### config.mk
export PLATFORM = sky130hd
export DESIGN_NAME = bp_resolve_unit
export DESIGN_NICKNAME = d
export VERILOG_FILES = /design/src/rtl/bp_resolve_unit.sv
export SDC_FILE = /design/constraint.sdc
export NUM_CORES = 1
export LEC_CHECK = 0
export CORE_ASPECT_RATIO = 1.2
export CORE_MARGIN = 3
export CORE_UTILIZATION = 45
export CTS_CLUSTER_SIZE = 24
export DETAILED_ROUTE_END_ITERATION = 16
export PLACE_DENSITY = 0.7
export RECOVER_POWER = 50
export SYNTH_ARGS = -nofsm -noshare
export SYNTH_HDL_FRONTEND = slang
export SYNTH_SLANG_ARGS = --single-unit
### constraint.sdc
create_clock -name clk -period 7.5 [get_ports clk]
set_input_delay 1.125 -clock clk [delete_from_list [all_inputs] [get_ports clk]]
set_output_delay 1.125 -clock clk [all_outputs]
set_load 0.02 [all_outputs]
### src/rtl/bp_resolve_unit.sv
// Branch resolution queue between fetch and execute: trains the PHT on every
// resolved branch and raises a flush/redirect when fetch guessed wrong.
module bp_resolve_unit #(
  parameter int PC_W  = 14,
  parameter int IDX_W = 14,
  parameter int DEPTH = 4,
  parameter int CNT_W = 32
) (
  input  logic             clk,
  input  logic             rst,
  input  logic             push_valid,
  input  logic [PC_W-1:0]  push_pc,
  input  logic             push_pred,
  input  logic [IDX_W-1:0] push_idx,
  output logic             push_ready,
  input  logic             res_valid,
  input  logic [PC_W-1:0]  res_pc,
  input  logic             res_taken,
  input  logic [PC_W-1:0]  res_next_pc,
  output logic             upd_valid,
  output logic [IDX_W-1:0] upd_idx,
  output logic             upd_taken,
  output logic             flush,
  output logic [PC_W-1:0]  redirect_pc,
  output logic             err,
  output logic [CNT_W-1:0] branch_cnt,
  output logic [CNT_W-1:0] mispred_cnt
);

  localparam int AW = $clog2(DEPTH);
  localparam logic [AW:0]      PTR_ONE = 1;
  localparam logic [CNT_W-1:0] CNT_ONE = 1;

  logic [AW:0]      rd_ptr, wr_ptr;
  logic [PC_W-1:0]  q_pc   [DEPTH];
  logic             q_pred [DEPTH];
  logic [IDX_W-1:0] q_idx  [DEPTH];

  logic             empty, full;
  logic             pop, pc_match, mispred;
  logic             push_ok, push_err, res_err, do_write;
  logic [PC_W-1:0]  head_pc;
  logic             head_pred;
  logic [IDX_W-1:0] head_idx;

  // Pointers carry an extra wrap bit so full and empty are distinguishable.
  assign empty = (rd_ptr == wr_ptr);
  assign full  = (rd_ptr[AW-1:0] == wr_ptr[AW-1:0]) && (rd_ptr[AW] != wr_ptr[AW]);
  assign push_ready = !full;

  assign head_pc   = q_pc[rd_ptr[AW-1:0]];
  assign head_pred = q_pred[rd_ptr[AW-1:0]];
  assign head_idx  = q_idx[rd_ptr[AW-1:0]];

  assign pop      = res_valid && !empty;
  assign res_err  = res_valid && empty;
  assign pc_match = (res_pc == head_pc);
  assign mispred  = pop && (!pc_match || (head_pred != res_taken));

  // A full queue still accepts a push when the head leaves in the same cycle.
  assign push_ok  = push_valid && (!full || pop);
  assign push_err = push_valid && !push_ok;
  assign do_write = push_ok && !mispred;

  always_ff @(posedge clk) begin
    if (do_write) begin
      q_pc[wr_ptr[AW-1:0]]   <= push_pc;
      q_pred[wr_ptr[AW-1:0]] <= push_pred;
      q_idx[wr_ptr[AW-1:0]]  <= push_idx;
    end
  end

  // A flush discards every younger entry and any same-cycle wrong-path push.
  always_ff @(posedge clk or negedge rst) begin
    if (!rst) begin
      rd_ptr <= '0;
      wr_ptr <= '0;
    end else if (mispred) begin
      wr_ptr <= rd_ptr;
    end else begin
      if (pop)      rd_ptr <= rd_ptr + PTR_ONE;
      if (do_write) wr_ptr <= wr_ptr + PTR_ONE;
    end
  end

  always_ff @(posedge clk or negedge rst) begin
    if (!rst) begin
      upd_valid   <= 1'b0;
      upd_idx     <= '0;
      upd_taken   <= 1'b0;
      flush       <= 1'b0;
      redirect_pc <= '0;
      err         <= 1'b0;
    end else begin
      upd_valid   <= pop && pc_match;
      upd_idx     <= (pop && pc_match) ? head_idx : '0;
      upd_taken   <= pop && pc_match && res_taken;
      flush       <= mispred;
      redirect_pc <= mispred ? res_next_pc : '0;
      err         <= err || push_err || res_err || (pop && !pc_match);
    end
  end

  // Statistics saturate at all-ones instead of wrapping.
  always_ff @(posedge clk or negedge rst) begin
    if (!rst) begin
      branch_cnt  <= '0;
      mispred_cnt <= '0;
    end else begin
      if (pop && (branch_cnt != '1))      branch_cnt  <= branch_cnt + CNT_ONE;
      if (mispred && (mispred_cnt != '1)) mispred_cnt <= mispred_cnt + CNT_ONE;
    end
  end

endmodule

==> Word level (Yosys, flattened, before mapping) <==
Memory sizes are Yosys's and may differ from the RTL's.
Cells that the tools add are included.
{ "word_totals": {"wordCells": 55, "regBits": 102, "ramBits": 116, "memories": 3} }
{ "classes": {"n_reduce_logical": 24, "addsub": 4, "muxes": 6, "eq_ne": 7, "bitwise_logic": 1} }
{ "mem_list": {"columns": ["name", "words", "width", "rd", "rd_clocked_by_memory_dff", "write_ports", "line", "text"], "rows": [
  ["q_idx", 4, 14, 1, 0, 1, "37", "logic [IDX_W-1:0] q_idx [DEPTH];"],
  ["q_pc", 4, 14, 1, 0, 1, "35", "logic [PC_W-1:0] q_pc [DEPTH];"],
  ["q_pred", 4, 1, 1, 0, 1, "36", "logic q_pred [DEPTH];"]
]} }
{ "ops": {"columns": ["operator", "n"], "rows": [
  ["$add A32 B1 Y32 const B", 2],
  ["$ne A32 B32 Y1 const B", 2],
  ["$mux W14", 2],
  ["$eq A14 B14 Y1", 1],
  ["$logic_and A1 B1 Y1", 12],
  ["$add A3 B1 Y3 const B", 2],
  ["$mux W3", 2],
  ["$logic_not A1 Y1", 5],
  ["$logic_or A1 B1 Y1", 5],
  ["$eq A3 B3 Y1", 1],
  ["$eq A2 B2 Y1", 1],
  ["$mux W1", 2],
  ["$ne A1 B1 Y1", 2],
  ["$reduce_and A2 Y1", 1],
  ["$reduce_bool A2 Y1", 1],
  ["$not A1 Y1", 1]
]} }

==> Longest topological paths before layout <==
Gate-level depths: netlist (run 1).
{ "depth": {"depth_word": 10, "mapped_depth": 10, "ltp_nobuf": 8} }

==> Least setup slack after synthesis (run 1) <==
OpenSTA, ideal clock, no wires.
{ "synth_timing": {"path_kind": "register -> register", "from": "reg rd_ptr[0]", "to": "mem q_idx[3][0] (enable)", "n_path_buf": 3, "setup_slack_ns": 3.620, "required_time_ns": 7.085, "t_arrival_ns": 3.465, "stages_incl_launch_ff": 10, "setup_time_ns": 0.415, "path_cell_list": "dfrtp_1 -> buf_6 -> buf_12 -> mux4_1 -> xnor2_1 -> nand4_1 -> nor4_4 -> a21oi_2 -> buf_2 -> nor2_1"} }
{ "synth_via": {"elab_chain_len": 9, "word_cells_on_any_way": 19} }
{ "synth_rtl": {"columns": ["item", "line", "text"], "rows": [
  ["start: declaration", "34", "logic [AW:0] rd_ptr, wr_ptr;"],
  ["start signal: assignment", "81", "if (pop) rd_ptr <= rd_ptr + PTR_ONE;"],
  ["$mem_v2 Z4 W14", null, null],
  ["$eq A14 B14 Y1", "57", "assign pc_match = (res_pc == head_pc);"],
  ["$logic_not A1 Y1", "58", "assign mispred = pop && (!pc_match || (head_pred != res_taken));"],
  ["$logic_or A1 B1 Y1", "58", null],
  ["$logic_and A1 B1 Y1 *", "58", null],
  ["net mispred", "40", "logic pop, pc_match, mispred;"],
  ["$logic_not A1 Y1 *", "63", "assign do_write = push_ok && !mispred;"],
  ["$logic_and A1 B1 Y1 *", "63", null],
  ["$mux W1 *", "66", "if (do_write) begin"],
  ["$mux W1 (implied by the code) *", "69", "q_idx[wr_ptr[AW-1:0]] <= push_idx;"],
  ["end: declaration", "37", null]
]} }
The timed path passes the listed nets; every way through them passes the cells marked *.

==> Final worst setup path (run 1) <==
{ "layout_timing": {"from": "reg rd_ptr[0]", "to": "mem q_idx[3][11] (enable)"} }
{ "layout_via": {"elab_chain_len": 9, "word_cells_on_any_way": 19} }
{ "layout_rtl": {"columns": ["item", "line"], "rows": [
  ["$mem_v2 Z4 W14", null],
  ["$eq A14 B14 Y1", "57"],
  ["$logic_not A1 Y1", "58"],
  ["$logic_or A1 B1 Y1", "58"],
  ["$logic_and A1 B1 Y1", "58"],
  ["$logic_not A1 Y1", "63"],
  ["$logic_and A1 B1 Y1 *", "63"],
  ["$mux W1 *", "66"],
  ["$mux W1 (implied by the code) *", "69"]
]} }
Mark *: on every way between the ends. The rest lies on a longest branch, timed or not.

==> results of run 1 <==
==> layout make-up <==
| class | count | area share |
|---|---|---|
| flip-flops and latches | 218 | 0.527 |
| multi-input cells | 306 | 0.229 |
| repair buffers | 165 | 0.142 |
| clock buffers | 31 | 0.0565 |
| well taps | 256 | 0.0280 |
| clock inverters | 10 | 0.0127 |
| inverters | 12 | 0.00393 |
==> power by group through the flow <==
stage | Combinational, mW | Clock [mW] | Sequential (mW)
2_1_floorplan | 0.253 | 0 | 1.58
3_3_place_gp | 0.534 | 0 | 1.52
3_5_place_dp | 0.544 | 0 | 1.54
4_1_cts | 0.552 | 1.21 | 1.51
5_1_grt | 0.577 | 1.25 | 1.53
6_report | 0.527 | 1.17 | 1.51
==> kinds of logic after synthesis <==
logic type               Yosys count
AO/OA/AOI/OAI                     10
XOR/XNOR                          84
adder cells (fa/ha/maj)            7
buffers and inverters             28
flip-flops                       218
multiplexers                      33
AND/OR/NAND/NOR                  172
==> worst max-delay path: cells and delay by family, from the launching register on <==
kind | cells | cell delay (ns)
flops | 1 | 0.35
buf+inv | 2 | 0.74
simple gates | 3 | 1.43
mux | 1 | 0.65
compound gates | 1 | 0.10
xor+xnor | 1 | 0.16
==> layout by cell type, fill, tap and decap left out, types with 2 or more instances in the layout <==
cell type,instances
dfrtp_1,101
mux4_2,20
clkbuf_16,24
bufinv_16,3
nand3_2,2
mux2_2,3
buf_4,7
clkdlybuf4s50_1,80
xor2_1,16
inv_1,12
dlygate4sd3_1,77
and2_1,23
and3_1,31
nand4_1,27
nor4_1,2
o21ai_1,3
and4_1,3
nand3_1,28
clkinv_4,2
edfxtp_1,116
mux4_1,9
xnor2_1,68
clkbuf_1,6
nor2_1,11
clkinv_2,2
nor3_1,14
clkbuf_8,2
nand2_1,21
ha_1,7
==> metal layers <==
layer,vias to the layer above,wire length (um)
li1,2398,-
met1,2654,7630
met2,156,9190
met3,26,978
met4,2,286
met5,-,13
==> worst paths after layout <==
kind | startpoint | to | slack (ns) | cells past startpoint
setup / recovery | rd_ptr[0] | q_idx[3][11] | 3.65 | 8
hold / removal | branch_cnt[17] | branch_cnt[17] | 0.48 | 1
setup reg to reg | rd_ptr[0] | q_idx[3][11] | 3.65 | 8
hold reg to reg | branch_cnt[17] | branch_cnt[17] | 0.48 | 1
max in group asynchronous | rst | rd_ptr[0] | 4.99 | 2
min in group asynchronous | rst | mispred_cnt[6] | 0.80 | 1
==> flip-flops by register name (all words and copies together), names as in the netlist <==
register and flops:
branch_cnt 32, err 1, flush 1, mispred_cnt 32, q_idx 56, q_pc 56
q_pred 4, rd_ptr 3, redirect_pc 14, upd_idx 14, upd_taken 1, upd_valid 1
wr_ptr 3
==> flow_summary_export.csv, run 1 <==
group,metric,value,unit
run_status,status,"completed",
setup_path,startpoint_type,"register",
power_and_ir_drop,sw_frac_of_total,0.261,
layout,register_area,6040,um2
floorplanning,fp.dieH,159,um
yosys,synthMuxAreaShare,0.0830,
cts,cts_setup_buffers,0,
global_route,grt_max_degree,83,
cts,htree_num_levels,1,
power_and_ir_drop,combPwrFrac,0.164,
power_and_ir_drop,finalPower,3.21,mW
yosys,synth_nets,621,
routing,routed_via_density,5.25,
placement,dpl_cell_area,10700,um2
global_route,grt_use_met2,0.299,
layout,num-fill-cells,1434,
global_route,grt_util_all_layers,0.172,
timing,post-route-period-util,0.513,
floorplanning,die_w,134,um
cts,cts_buffers,23,
floorplanning,start_util,0.462,
setup_path,slowest_stage,"nor2_4",
cts,hold_buffers,0,
yosys,yosysMostFrequentCell,"edfxtp_1",
setup_path,worstPathRequired,7.62,ns
yosys,synth_edf_count,116,
setup_path,critPathKind,"reg -> reg",
yosys,synthFlopType,"edfxtp_1",
layout,postLayoutCoreUtil,0.601,
floorplanning,die_area,21300,um2
timing,timing.final.ws_setup,3.65,ns
routing,routed_wl,18100,um
layout,multi_input_area,2630,um2
yosys,netlist.area_leader.share,0.396,
global_route,gr-total-overflow,0,
cts,cts_resized,0,
routing,drt_iter0_markers,363,
yosys,synthAdderAreaFrac,0.00995,
yosys,synth-xor-area-share,0.0835,
power_and_ir_drop,irDropWorstVdd,224,uV
global_route,grt_pass1_wl,29800,um
timing,slew_viol_final,0,
global_route,grt_pass1_vias,5572,
placement,place.gp.congestion,0.829,
global_route,use_met3,0.0319,
layout,final_area,11400,um2
setup_path,crit_path_end_kind,"register",
run,drv_cap,0,
yosys,avgSynthCellArea,16.0,um2
yosys,synthSimpleGateAreaFrac,0.112,
yosys,synth_top_family_by_area,"simple AND/OR/NAND/NOR gates",
placement,io_buffers,158,
yosys,ys_seq_area_frac,0.685,
layout,fin_cells,998,
timing,finalHoldViolCount,0,
routing,vias,5236,
global_route,top_usage_layer,"met2",
floorplanning,num_rows,55,
power_and_ir_drop,clkPwrFrac,0.365,
floorplanning,ioPinCount,159,
yosys,synthesis.area,8810,um2
timing,fmax,260,MHz
floorplanning,core-area,19100,um2
timing,setup_tns,0,ns
cts,clk_pin_slew,0.07,ns
layout,diodes,0,
global_route,grt_use_met1,0.227,
worst_hold_path,hold_path.class,"reg -> reg",
yosys,synth_commonest_cells,"edfxtp_1, dfrtp_1, xnor2_1",
power_and_ir_drop,switchingPower,0.840,mW
global_route,antenna_found_initial,1,
layout,drive_gt1_frac,0.102,
placement,post-place-ws,3.48,ns
yosys,syn_inst,552,
routing,antenna_left,0,
routing,drt_first_pass_iters,4,
timing,hold_slack,0.478,ns
layout,finish.net_count,795,
timing,setup_viol,0,
power_and_ir_drop,powerDensity,280,nW/um2
yosys,yosys_register_bits,218,
layout,areaGrowthSynthToFinish,30.0,%
setup_path,crit_fanout,33,
routing,wl_per_cell,18.1,um
timing,fin_skew,0.0168,ns
timing,rsz0062_at_grt,"no",
power_and_ir_drop,leakagePower,4.51,nW
setup_path,cp_slowest_stage_delay,0.75,ns
power_and_ir_drop,p_int,2.37,mW
yosys,yosys_warnings,0,
placement,dp_hpwl,11800,um
setup_path,cp_common_cell,"buf_4",
yosys,async_reset_ff_frac,0.468,
cts,clkSinkCount,218,
yosys,synth_compound_area_frac,0.00881,
timing,maxSlewHeadroom,0.276,
cts,tritoncts,"done",
timing,worstMarginPinSlew,1.09,ns
routing,drc,0,
cts,cts-root-buf,"clkbuf_16",
cts,insertion_delay,0.51,ns
placement,dp_cells,957,
power_and_ir_drop,p_seq_frac,0.471,
yosys,synth_largest_area_cell,"edfxtp_1",
setup_path,path_cells,"buf_4 > mux4_1 > xnor2_1 > nand4_1 > nor4_4 > a21oi_2 > buf_4 > nor2_4",
cts,clk_path_buf_depth,3,
setup_path,worst_ep_arrival_time,3.96,ns
yosys,synth_area_leaders,"edfxtp_1, dfrtp_1, xnor2_1",
yosys,yosysUniqueCellTypes,43,
timing,layout_min_cycle_time,3.85,ns
Note: power is estimated with default switching activity, not from simulation.
==> inputs of run 2 (changes only) <==
--- a/config.mk
+++ b/config.mk
@@ -10,7 +10,7 @@
 export CORE_UTILIZATION = 45
 export CTS_CLUSTER_SIZE = 24
 export DETAILED_ROUTE_END_ITERATION = 16
-export PLACE_DENSITY = 0.7
+export PLACE_DENSITY = 0.73
 export RECOVER_POWER = 50
 export SYNTH_ARGS = -nofsm -noshare
 export SYNTH_HDL_FRONTEND = slang
==> constraint.sdc (replaced) <==
create_clock -name clk -period 3.3 [get_ports clk]
set_input_delay 0.495 -clock clk [delete_from_list [all_inputs] [get_ports clk]]
set_output_delay 0.495 -clock clk [all_outputs]
set_load 0.02 [all_outputs]
==> run 2 against run 1 <==
Effect of this change:
- first-iteration DRC count decreased by 0.55%
- hold slack got worse by 0.0015 ns
- routed wire length down 0.67%
- sequential cell count unchanged
- final cell count increased by 0.70%
- non-clock buffer count increased by 11
- combinational power rose by 140%
- die area is the same
- utilization rose by 0.18 points
- via count rose by 0.31%
==> flow_summary_export.csv, run 2 (synthesized netlist as in run 1, its figures left out) <==
group,metric,value,unit
run_status,status,"completed",
layout,fin_cells,1005,
timing,fmax,322,MHz
layout,finish.net_count,804,
power_and_ir_drop,irDropWorstVdd,514,uV
global_route,grt_util_all_layers,0.171,
floorplanning,fp.dieH,159,um
setup_path,r2r_slack,0.20,ns
global_route,grt_pass1_vias,5569,
placement,io_buffers,158,
placement,place.gp.congestion,0.815,
timing,post-route-period-util,0.940,
routing,vias,5252,
floorplanning,core-area,19100,um2
routing,drc,0,
cts,clkSinkCount,218,
global_route,gr-total-overflow,0,
cts,cts_buffers,21,
worst_hold_path,worstHoldEndpoint,"err",
placement,dpl_cell_area,10800,um2
timing,setup_viol,0,
floorplanning,die_w,134,um
worst_hold_path,hold_path.class,"reg -> reg",
cts,htree_num_levels,1,
timing,layout_min_cycle_time,3.10,ns
setup_path,worst_ep_arrival_time,3.26,ns
setup_path,reg2reg_to,"q_pc[0][8]",
setup_path,reg2reg_depth,8,
layout,areaGrowthSynthToFinish,30.4,%
timing,maxSlewHeadroom,0.195,
routing,drt_first_pass_iters,4,
cts,cts-root-buf,"clkbuf_16",
timing,hold_slack,0.476,ns
run,drv_cap,0,
layout,final_area,11500,um2
global_route,grt_pass1_wl,29500,um
timing,rsz0062_at_grt,"no",
floorplanning,die_area,21300,um2
setup_path,crit_path_end_kind,"register",
layout,final_cell_mix,"edfxtp_1, dfrtp_1, clkdlybuf4s50_1, dlygate4sd3_1, xnor2_1",
cts,tritoncts,"done",
worst_hold_path,hp-start,"err",
timing,worstMarginPinSlew,1.21,ns
cts,clk_path_buf_depth,3,
routing,routed_wl,18000,um
layout,diodes,0,
worst_hold_path,worstHoldPathCells,1,
timing,finalHoldViolCount,0,
cts,insertion_delay,0.49,ns
timing,slew_viol_final,0,
layout,layout_commonest_cell,"edfxtp_1",
routing,antenna_left,0,
routing,routed_via_density,5.23,
placement,dp_hpwl,12500,um
floorplanning,num_rows,55,
global_route,grt_max_degree,89,
power_and_ir_drop,powerDensity,618,nW/um2
timing,fin_skew,0.0123,ns
routing,wl_per_cell,17.9,um
power_and_ir_drop,leakagePower,4.52,nW
global_route,antenna_found_initial,0,
setup_path,critPathKind,"reg -> reg",
cts,clk_pin_slew,0.06,ns
setup_path,r2r-start,"rd_ptr[0]",
routing,drt_iter0_markers,361,
floorplanning,ioPinCount,159,
setup_path,startpoint_type,"register",
setup_path,crit_fanout,21,
setup_path,worstPathRequired,3.46,ns
timing,setup_tns,0,ns
floorplanning,start_util,0.462,
placement,dp_cells,967,
layout,drive_gt1_frac,0.113,
## run 2: layer usage
metal  up-vias  wire, um  global-route usage  part of all wire
li1       2413         -                   -                 -
met1      2664      7540               0.226              0.42
met2       148      9240               0.299              0.51
met3        27       911              0.0265             0.051
met4         0       296              0.0393             0.016
met5         -         0                   0                 0
## run 2: what timing repair did
item | in CTS | in global routing
hold buffers | 1 | 0
setup endpoints to repair | 0 | 64
setup buffers | 0 | 0
gates resized for setup | 0 | 2
endpoints found under the hold margin | 14 | 0
## run 2: layout make-up
cell class              instances  area (um2)
fillers                      1470        7580
flip-flops and latches        218        6040
multi-input cells             306        2630
repair buffers                176        1750
clock buffers                  27         558
well taps                     256         320
clock inverters                10         138
inverters                      12        45.0
## run 2: worst max-delay path: stages, from the launching register on
cell and delay, ns:
dfrtp_4 0.59, mux4_1 0.62, xnor2_1 0.19, nand4_1 0.23, nor4_4 0.33, a21oi_2 0.10, nor2_1 0.20, and2_2 0.19
buf_4 0.31
## run 2: worst max path at each step
stage | start | to | slack, ns | cells past startpoint
floorplan | rd_ptr[0] | q_idx[3][0] | 0.21 | 9
global placement | rd_ptr[0] | q_pc[2][4] | 0.14 | 8
detailed placement | rd_ptr[0] | q_pc[2][0] | 0.07 | 8
CTS | rd_ptr[0] | q_pc[2][5] | 0.04 | 8
global route | rd_ptr[0] | q_pc[0][12] | 0.004 | 8
finish | rd_ptr[0] | q_pc[0][8] | 0.20 | 8
## run 2: power by group
| group | switching [mW] | leakage [nW] | total, mW | internal, mW |
|---|---|---|---|---|
| clock | 0.983 | 0.335 | 2.42 | 1.44 |
| combinational | 0.681 | 1.75 | 1.24 | 0.556 |
| sequential | 0.182 | 2.43 | 3.43 | 3.25 |
## run 2: through the flow
step	total power, mW	worst slack (ns)	util
floorplan	4.16	0.214	-
global placement	4.72	0.141	0.566
detailed placement	4.77	0.0727	0.566
CTS	7.21	0.0435	0.603
global route	7.40	0.00384	0.602
finish	7.09	0.199	0.602
